**src/rtl/sys_arr_pkg.sv**
```systemverilog
// Shared constants for the systolic-array feeder: lane byte width, buffer read
// latency and the feeder FSM state encodings.
package sys_arr_pkg;

  localparam int unsigned ByteW   = 8;
  localparam int unsigned ReadLat = 1;

  typedef logic [1:0] state_t;

  localparam state_t StIdle  = 2'd0;
  localparam state_t StFetch = 2'd1;
  localparam state_t StDrain = 2'd2;
  localparam state_t StDone  = 2'd3;

endpackage

```
**src/rtl/sys_arr_feeder_lane_delay.sv**
```systemverilog
// Zero-initialised shift register delaying one array lane by `depth` cycles.
module lane_delay
  import sys_arr_pkg::*;
#(
  parameter int unsigned depth = 1,
  parameter int unsigned width = ByteW
) (
  input  logic             clk,
  input  logic             reset,
  input  logic [width-1:0] d,
  output logic [width-1:0] q
);

  logic [width-1:0] sr_q [depth];

  always_ff @(posedge clk) begin
    if (reset) begin
      for (int unsigned i = 0; i < depth; i++) begin
        sr_q[i] <= '0;
      end
    end else begin
      sr_q[0] <= d;
      for (int unsigned i = 1; i < depth; i++) begin
        sr_q[i] <= sr_q[i-1];
      end
    end
  end

  assign q = sr_q[depth-1];

endmodule

```
**src/rtl/sys_arr_feeder.sv**
```systemverilog
// Fetches a batch of vectors from the unified buffer and feeds them to the
// systolic array with lane i skewed by i cycles.
module sys_arr_feeder
  import sys_arr_pkg::*;
#(
  parameter int unsigned width_height = 16,
  parameter int unsigned addr_width   = 8
) (
  input  logic                          clk,
  input  logic                          reset,
  input  logic                          start,
  input  logic [addr_width-1:0]         base_addr,
  input  logic [addr_width-1:0]         num_vectors,
  output logic                          rd_en,
  output logic [addr_width-1:0]         rd_addr,
  input  logic [ByteW*width_height-1:0] rd_data,
  output logic [ByteW*width_height-1:0] datain,
  output logic                          active,
  output logic                          busy,
  output logic                          done
);

  localparam int unsigned DrainW = $clog2(width_height + 1);
  localparam logic [DrainW-1:0]     DrainLast = DrainW'(width_height);
  localparam logic [DrainW-1:0]     DrainOne  = DrainW'(1);
  localparam logic [addr_width-1:0] AddrOne   = addr_width'(1);

  state_t                  state_q, state_d;
  logic [addr_width-1:0]   addr_q, addr_d;
  logic [addr_width-1:0]   cnt_q, cnt_d;
  logic [DrainW-1:0]       drain_q, drain_d;
  logic [ReadLat-1:0]      vld_q;
  logic                    rd_en_q, active_q, busy_q, done_q;

  always_comb begin
    state_d = state_q;
    addr_d  = addr_q;
    cnt_d   = cnt_q;
    drain_d = drain_q;
    unique case (state_q)
      StIdle: begin
        if (start) begin
          if (num_vectors == '0) begin
            state_d = StDone;
          end else begin
            addr_d  = base_addr;
            cnt_d   = num_vectors;
            state_d = StFetch;
          end
        end
      end
      StFetch: begin
        addr_d = addr_q + AddrOne;
        cnt_d  = cnt_q - AddrOne;
        if (cnt_q == AddrOne) begin
          drain_d = '0;
          state_d = StDrain;
        end
      end
      StDrain: begin
        // Wait until the deepest lane has shifted out the final vector.
        if (drain_q == DrainLast) begin
          state_d = StDone;
        end else begin
          drain_d = drain_q + DrainOne;
        end
      end
      StDone:  state_d = StIdle;
      default: state_d = StIdle;
    endcase
  end

  always_ff @(posedge clk) begin
    if (reset) begin
      state_q  <= StIdle;
      addr_q   <= '0;
      cnt_q    <= '0;
      drain_q  <= '0;
      vld_q    <= '0;
      rd_en_q  <= 1'b0;
      active_q <= 1'b0;
      busy_q   <= 1'b0;
      done_q   <= 1'b0;
    end else begin
      state_q  <= state_d;
      addr_q   <= addr_d;
      cnt_q    <= cnt_d;
      drain_q  <= drain_d;
      // Tracks which cycles carry a genuine buffer word on rd_data.
      vld_q    <= ReadLat'({vld_q, rd_en_q});
      active_q <= vld_q[ReadLat-1];
      rd_en_q  <= (state_d == StFetch);
      busy_q   <= (state_d != StIdle);
      done_q   <= (state_d == StDone);
    end
  end

  for (genvar i = 0; i < width_height; i++) begin : g_lane
    logic [ByteW-1:0] lane_in;

    // Invalid cycles inject zeros so no stale buffer data leaks into the array.
    assign lane_in = vld_q[ReadLat-1] ? rd_data[ByteW*i +: ByteW] : '0;

    lane_delay #(
      .depth(i + 1),
      .width(ByteW)
    ) u_lane (
      .clk  (clk),
      .reset(reset),
      .d    (lane_in),
      .q    (datain[ByteW*i +: ByteW])
    );
  end

  assign rd_en   = rd_en_q;
  assign rd_addr = addr_q;
  assign active  = active_q;
  assign busy    = busy_q;
  assign done    = done_q;

endmodule

```
**config.mk**
```make
export PLATFORM = sky130hd
export DESIGN_NAME = sys_arr_feeder
export DESIGN_NICKNAME = d
export VERILOG_FILES = /design/src/rtl/sys_arr_pkg.sv /design/src/rtl/sys_arr_feeder_lane_delay.sv /design/src/rtl/sys_arr_feeder.sv
export SDC_FILE = /design/constraint.sdc
export NUM_CORES = 1
export LEC_CHECK = 0
export BUFFER_PORTS_ARGS = -buffer_cell sky130_fd_sc_hd__buf_4
export CAP_MARGIN = 25
export CORE_AREA = 10 10 343 345
export CTS_CLUSTER_DIAMETER = 50
export CTS_CLUSTER_SIZE = 40
export DETAILED_ROUTE_END_ITERATION = 8
export DIE_AREA = 0 0 353 355
export GPL_ROUTABILITY_DRIVEN = 0
export PLACE_DENSITY = 0.44
export SYNTH_ARGS = -nofsm -noshare
export SYNTH_HDL_FRONTEND = slang
export SYNTH_HIERARCHICAL = 1
export SYNTH_SLANG_ARGS = --single-unit
export TNS_END_PERCENT = 20
```
**constraint.sdc**
```tcl
create_clock -name clk -period 1.85 [get_ports clk]
set_input_delay 0.0925 -clock clk [delete_from_list [all_inputs] [get_ports clk]]
set_output_delay 0.0925 -clock clk [all_outputs]
set_load 0.005 [all_outputs]
```
==> results of run 1 <==
-- power groups by stage --
stage	clock, W	sequential (W)	combinational (W)
2_1_floorplan	0	0.0248	0.000915
3_3_place_gp	0	0.0248	0.00144
3_5_place_dp	0	0.0249	0.00149
4_1_cts	0.0242	0.0243	0.00177
5_1_grt	0.0251	0.0243	0.00193
6_report	0.0233	0.0243	0.00174
-- critical path, delay by kind of cell, from the launching register on --
| family | cells | cell delay, ns |
|---|---|---|
| AOI/OAI and AO/OA | 1 | 0.17 |
| DFF | 1 | 0.32 |
| muxes | 1 | 0.22 |
| and+or+nand+nor | 2 | 1.07 |
-- cell families (layout without fill, tap and decap cells) --
| kind of cell | count (synthesis) | count (layout) | share of synthesized area (%) |
|---|---|---|---|
| AOI/OAI and AO/OA | 64 | 64 | 1.25 |
| adders and majority gates | 5 | 5 | 0.190 |
| buffers and inverters | 231 | 736 | 4.99 |
| DFF | 1116 | 1116 | 67.9 |
| muxes | 3 | 3 | 0.0913 |
| other | 0 | 11 | 0 |
| and+or+nand+nor | 1289 | 1289 | 25.5 |
-- worst paths after layout --
check	start	end	slack, ns	cells past startpoint
hold / removal	rd_data[7]	g_lane[0].u_lane/sr_q[0][7]	0.29	4
setup / recovery	cnt_q[6]	drain_q[4]	-0.01	4
hold reg to reg	g_lane[14].u_lane/sr_q[1][31]	g_lane[14].u_lane/sr_q[2][7]	0.42	1
setup reg to reg	cnt_q[6]	drain_q[4]	-0.01	4
-- registers in the layout, summed over array words and instances, names as in the netlist --
signal	cells
rd_addr	8
drain_q	5
active	1
g_lane.u_lane/sr_q	1088
rd_en	1
busy	1
state_q	2
done	1
vld_q	1
cnt_q	8
-- through the flow --
step | util (%) | setup TNS [ns]
2_1_floorplan | - | 0
3_3_place_gp | 32.6 | 0
3_5_place_dp | 32.6 | 0
4_1_cts | 37.7 | 0
5_1_grt | 37.8 | -0.144
6_report | 37.8 | -0.0200
-- synthesized netlist by cell type, types with 5 or more instances --
library cell and n:
o21ai_0 13, nor3_1 5, nand3_1 8, nor2_1 9, nand2b_1 7, buf_4 119
dfxtp_1 1116, ha_1 5, a21oi_1 24, and2b_2 6, nor2b_2 142, nor2b_1 940
nor4_1 5, and2_1 131, buf_6 31, clkbuf_1 21, buf_2 46, nand2_1 17
inv_1 7
-- per-layer routing --
metal,part of all wire (%),track usage [%]
met5,0.064,0
met4,3.6,3.53
met3,7.2,3.23
met2,44,13.1
met1,46,10.2
-- what timing repair did --
action / in CTS / in global routing
buffers inserted: 0 / 0
resized for setup: 0 / 5
setup endpoints to repair: 0 / 6
hold buffers: 169 / 0
endpoints found under the hold margin: 166 / 0
-- final cells by class --
| cell class | instances | area [um2] | area share, % |
|---|---|---|---|
| Antenna cell | 11 | 27.5 | 0.0660 |
| Clock buffer | 135 | 3080 | 7.39 |
| Clock inverter | 71 | 858 | 2.06 |
| Sequential cell | 1116 | 22300 | 53.6 |
| Tap cell | 1488 | 1860 | 4.46 |
| Inverter | 7 | 26.3 | 0.0630 |
| Timing Repair Buffer | 523 | 4580 | 11.0 |
| Multi-Input combinational cell | 1361 | 8920 | 21.4 |
==> run summary, run 1 <==
The worst setup path is captured at a register. The number of synthesized register bits works out to 1116. Once detail routing completed, the nets flagged for antenna violations numbered 0. Clock tree synthesis inserted a total of 110 buffers. The required time of the critical path is 2.43 ns, and the distinct cell type count after synthesis is 51. Global routing consumed, over all layers together, 8.37% of the routing resources. The clock network is responsible for 47.2% of the overall power. Global-route wire length before repair: 88.8 mm. The final reports fail on setup timing.

The first-pass detailed-route iteration total is 6, and the post-placement worst setup slack is 0.0211 ns. Internal power comes to 0.0387 W. Clock tree synthesis found a total of 1116 sinks. Area fraction of the dominant cell type after synthesis: 67.9%. In the layout the commonest cells are dfxtp_1, nor2b_1, buf_4.

Input and output buffers added on the ports amount to 286. The total grt overflow is 0, and the mean area per synthesized cell is 12.1 um2. The number of antenna violations at the first check in global routing is 15, and the die span in y is 355 um. The run gives 2.44 ns as the worst endpoint data arrival time.

The net switching component of the power is 0.0107 W. The share of total power dissipated in combinational logic is 3.5%. The final layout contains 3271 nets. Headroom to the max-slew limit came out at 50.2%.

Entering global routing, the biggest net connects 104 pins. Among the stages of the critical path, the cell type that occurs most often is or4_4. In this run the cell area measured after placement is 36000 um2. The worst hold-check path type is primary input to register. The mapped netlist covers 32900 um2.

The later pin in the worst-skew pair is clocked with a latency of 0.67 ns. For this design the top-level I/O count stands at 287. The part of the total power dissipated in sequential elements came out at 49.3%. The classification of the worst setup path is register to register. Startpoint class of the critical path: a register. The count of cells in the finished layout, fillers not included, comes to 4712. The routed wire length per instance is 11.3 um.

After synthesis, the cell types taking the most area are dfxtp_1, nor2b_1, nor2b_2. The fraction of final layout cells with drive strength greater than 1 works out to 22.3%. Net switching is 21.6% of the power. The design draws 0.0493 W. Power spread over the standard cell area amounts to 1180 nW/um2. Placement row count: 122. Counting flops with a built-in enable in the synthesized netlist gives 0. The run gives 0 as the max-slew violation count. From left edge to right edge, the die measures 353 um.

TritonCTS built the clock tree. Across all layers, the routed design uses 17.4k vias. The run finished, with violations left. Including well taps, the total number of placed cells is 4326.

For the pin with the worst max-slew slack, the measured transition is 0.740 ns. The run gives 0 as the number of max-cap violations. Along the worst path, the maximum fanout reaches 5.

The post-detailed-routing wire length is 53.4 mm. The final period demand of the worst path was 1.86 ns; the sequential cell area fraction in the yosys report was 67.9%. The run gives 0.294 ns as the final hold slack. The highest cell delay on the worst timing path works out to 0.54 ns. The peak clock frequency supported by timing was 0.537 GHz.

From synthesis to final layout, the design area changed by 26.8%. For the core area, the log shows 110000 um2. The clock arrives with 0.0238 ns of skew. Setup violations remaining at the end of the flow were counted as 2.

The share of the cycle needed by the critical path after routing is 101%, and the average vias per placed instance is 3.70. The post-synthesis async set-or-reset flop share came out at 0%. The tools report the cell leakage power as 16.7 nW. The tools report the count of final hold-check violations as 0.

In the synthesized netlist, the number of instances is 2708. Clock-pin slew was measured on the worst setup and hold paths at 0.07 ns. The clock passes through at most 3 buffers. After routing the design area is 41700 um2.

The die covers 125000 um2. Setup repair after global routing could not meet its margin everywhere. Leaving out fill and tap cells, the most frequent cell in the layout is dfxtp_1. The tools report the residual DRC count as 0.

When the netlist entered floorplanning its net count stood at 2860. The run gives 6 as the total number of yosys warnings. The slowest stage of the critical path is the or4_4 cell. The maximum level of the CTS H-tree is 3. The root buffer cell chosen for the clock tree is clkbuf_16. The tools report the initial core utilization as 29.8%. Among all flip-flop cells after synthesis, the most frequent one is dfxtp_1. The least setup slack across all paths after layout is -0.0130 ns. The number of global-route vias before repair is 17.9k.

The critical path goes through or4_4 > or4_4 > a21oi_2 > mux2i_1. Number of design-rule violations left by the first detailed-router iteration: 796. The number of filler cells placed in the layout is 10.7k.

Summed over all nets, the half-perimeter wirelength after detailed placement is 33.5 mm. Biggest area consumer among synthesized cells: dfxtp_1. IR analysis of the VDD net gives a maximum drop of 0.648 mV.
Power figures use the tool's default switching activity.
==> inputs of run 2 (changes only) <==
- HOLD_SLACK_MARGIN: unset -> 0.05
- PLACE_DENSITY: 0.44 -> 0.43
- clock period: 1.85 -> 1.8 ns (I/O delays scaled with it)
==> run 2 against run 1 <==
Net effect: the flow now finishes without violations; maximum frequency rose by 4.2%; via count about the same; clock power increased by 4%; hold slack lost 0.048 ns; die area unchanged; critical path depth stayed put; final area rose by 0.73%; sequential cell count did not move; power increased by 3.6%; wire length rose by 2.3%; critical path type unchanged; sequential share of layout area decreased by 0.39 points; largest cell class unchanged; combinational power grew 5%.
==> run summary, run 2 (synthesis gave the netlist of run 1 again) <==
The total of buffers placed on input and output ports is 286. The tools report the count of final hold-check violations as 0. Leaving out fill and tap cells, the most frequent cell in the layout is dfxtp_1.

The number of max-cap violations is 0, and the share of the cycle needed by the critical path after routing is 99.4%. By instance count, the cell type seen most on the critical path is or4_4. Setup violations remaining at the end of the flow were counted as 0. The total I/O pin count was 287. The flip-flop count of the largest register, all copies and words added was 1088; the required time of the critical path was 2.37 ns.

In the final routing, the length of wire on met1 measures 24.5 mm. The global-route wire length before repair came out at 90.9 mm. Wire segments on met3 add up to 3.73 mm in the final route. The number of global-route vias before repair was 18.0k.

Compared with the post-synthesis result, the final layout area differs by 27.7%. In this run the worst hold path is classified as primary input to register. Die extent in x: 353 um. The highest metal layer carrying signal wires in the routed design is met5. Cells with a size suffix above 1 make up 22.1% of the layout. The classification of the worst setup path was register to register. The post-detailed-routing wire length is 54.6 mm. The run finished with clean final reports.

The clock latency on the worst-skew pair was 0.69 ns; the final period demand of the worst path was 1.79 ns. Before antenna repair, the detailed router went through 4 iterations. For the total grt overflow, the log shows 0.

TritonCTS built the clock tree. The tools report the kind of capture point of the worst setup path as a register. The startpoint class of the critical path was a register. The clock passes through at most 3 buffers.

Of all nets on the critical path, the largest fanout is 5. Clock root buffer master: clkbuf_16. The floorplan step defined a core boundary enclosing 110000 um2. The first routing iteration left 626 violations. The dominant delay contributor by cell family on the critical path was simple AND/OR/NAND/NOR gates. The power density normalized to cell area was 1220 nW/um2. The final layout contains 3286 nets.

Post-detailed-route count of antenna-violating nets: 0. The worst-case IR drop observed on VDD is 0.698 mV. The number of buffer and inverter stages on the critical path is 0. The setup TNS after final layout is 0 ns, and the initial core utilization is 29.8%. In this run the static leakage power is 16.9 nW. The logs give 109 for the largest net degree at the start of global routing and 0 for the residual DRC count. The tools report the largest clock skew in the final design as 0.0256 ns.

Clock-pin slew was measured on the worst setup and hold paths at 0.08 ns. On the final layout, the worst hold slack is 0.245 ns. Setup repair after global routing could not meet its margin everywhere. The highest cell delay on the worst timing path was 0.52 ns; the sink count of the clock tree was 1116. The clock tree synthesis step divided the H-tree into 3 levels.

In this run the tightest slew margin relative to its limit is 69.1%. The run gives 33.6 mm as the half-perimeter wire length of the detailed placement result. The met2 wire length is 24.3 mm, and the max-slew violation count is 0. The worst endpoint data arrival time came out at 2.35 ns. The logs give 8 for the number of antenna violations at the first check in global routing and 125000 um2 for the full die area.

Dividing the detail-routed wire length by the instance count gives 11.6 um. The tools report the peak clock frequency supported by timing as 0.559 GHz. The detailed router placed 17.4k vias in this run. The average vias per placed instance was 3.69. The slew at the pin closest to its max-slew limit is 0.460 ns. Register with the most flip-flops: g_lane.u_lane/sr_q. Across every metal layer, demand over resource in global routing totals 8.63%. For this design, the slowest cell found on the critical path is or4_4. The initialized floorplan defines 122 standard-cell rows. Clock tree synthesis inserted a total of 114 buffers. The signal on the critical path passes through or4_4 > or4_4 > and3_4 > nor2b_4. In the layout the commonest cells are dfxtp_1, nor2b_1, buf_4. The die is 355 um tall.
==> run 2: cell count changes in the layout (fill, tap and decap cells not counted), sizes merged <==
| cell | before | now |
|---|---|---|
| clkinv | 30 | 34 |
| clkbuf | 135 | 127 |
| dlygate4sd3 | 169 | 194 |
| diode | 11 | 3 |
| buf | 354 | 340 |
| inv | 29 | 54 |
| bufinv | 10 | 2 |
| clkinvlp | 9 | 7 |
==> run 2: metrics by stage <==
stage                     total power [W]  utilization (%)  cells  setup slack, ns  instance area [um2]
after global placement             0.0270             32.6   4309          -0.0597                36000
final                              0.0511             38.1   4726           0.0112                42000
after floorplan                    0.0265                -   2708          -0.0169                32900
after global routing               0.0533             38.1   4725          -0.0256                42000
after detailed placement           0.0271             32.6   4309          -0.0455                36000
after CTS                          0.0521             38.0   4720           0.0231                42000
==> run 2: cell type report <==
class	count	area [um2]
fill	10700	68400
sequential	1116	22300
multi-input combinational	1361	8930
timing repair buffer	534	4790
clock buffer	127	3050
tap	1488	1860
clock inverter	90	1000
inverter	7	26.3
antenna	3	7.51
==> run 2: worst paths after layout <==
check	start	endpoint	slack (ns)	cells after the start
setup / recovery	cnt_q[6]	rd_en	0.01	4
hold / removal	rd_data[48]	g_lane[6].u_lane/sr_q[0][0]	0.25	4
setup reg to reg	cnt_q[6]	rd_en	0.01	4
hold reg to reg	g_lane[15].u_lane/sr_q[1][26]	g_lane[15].u_lane/sr_q[2][2]	0.42	1
==> run 2: repair_timing <==
| item | CTS | global route |
|---|---|---|
| buffers inserted | 0 | 3 |
| endpoints found under the hold margin | 396 | 0 |
| resized for setup | 2 | 4 |
| hold buffers | 194 | 0 |
| setup endpoints to repair | 4 | 38 |
| pin swaps | 2 | 0 |
==> run 2: report_power, final <==
part	total [W]	internal, W	switching (W)
clock network	0.0243	0.0132	0.0111
logic	0.00183	0.000940	0.000889
registers	0.0250	0.0249	0.0000913
total	0.0511	0.0391	0.0121
==> run 2: worst reg2reg max path, cell delays in order, from the launching register on <==
cell	delay, ns
dfxtp_2	0.32
or4_4	0.52
or4_4	0.49
and3_4	0.24
nor2b_4	0.12
==> run 2: routing by layer <==
| layer | vias up | GRT usage (%) |
|---|---|---|
| met1 | 7823 | 10.6 |
| met2 | 371 | 13.6 |
| met4 | 10 | 3.68 |
| met3 | 155 | 3.19 |
| li1 | 9073 | - |
| met5 | - | 0 |
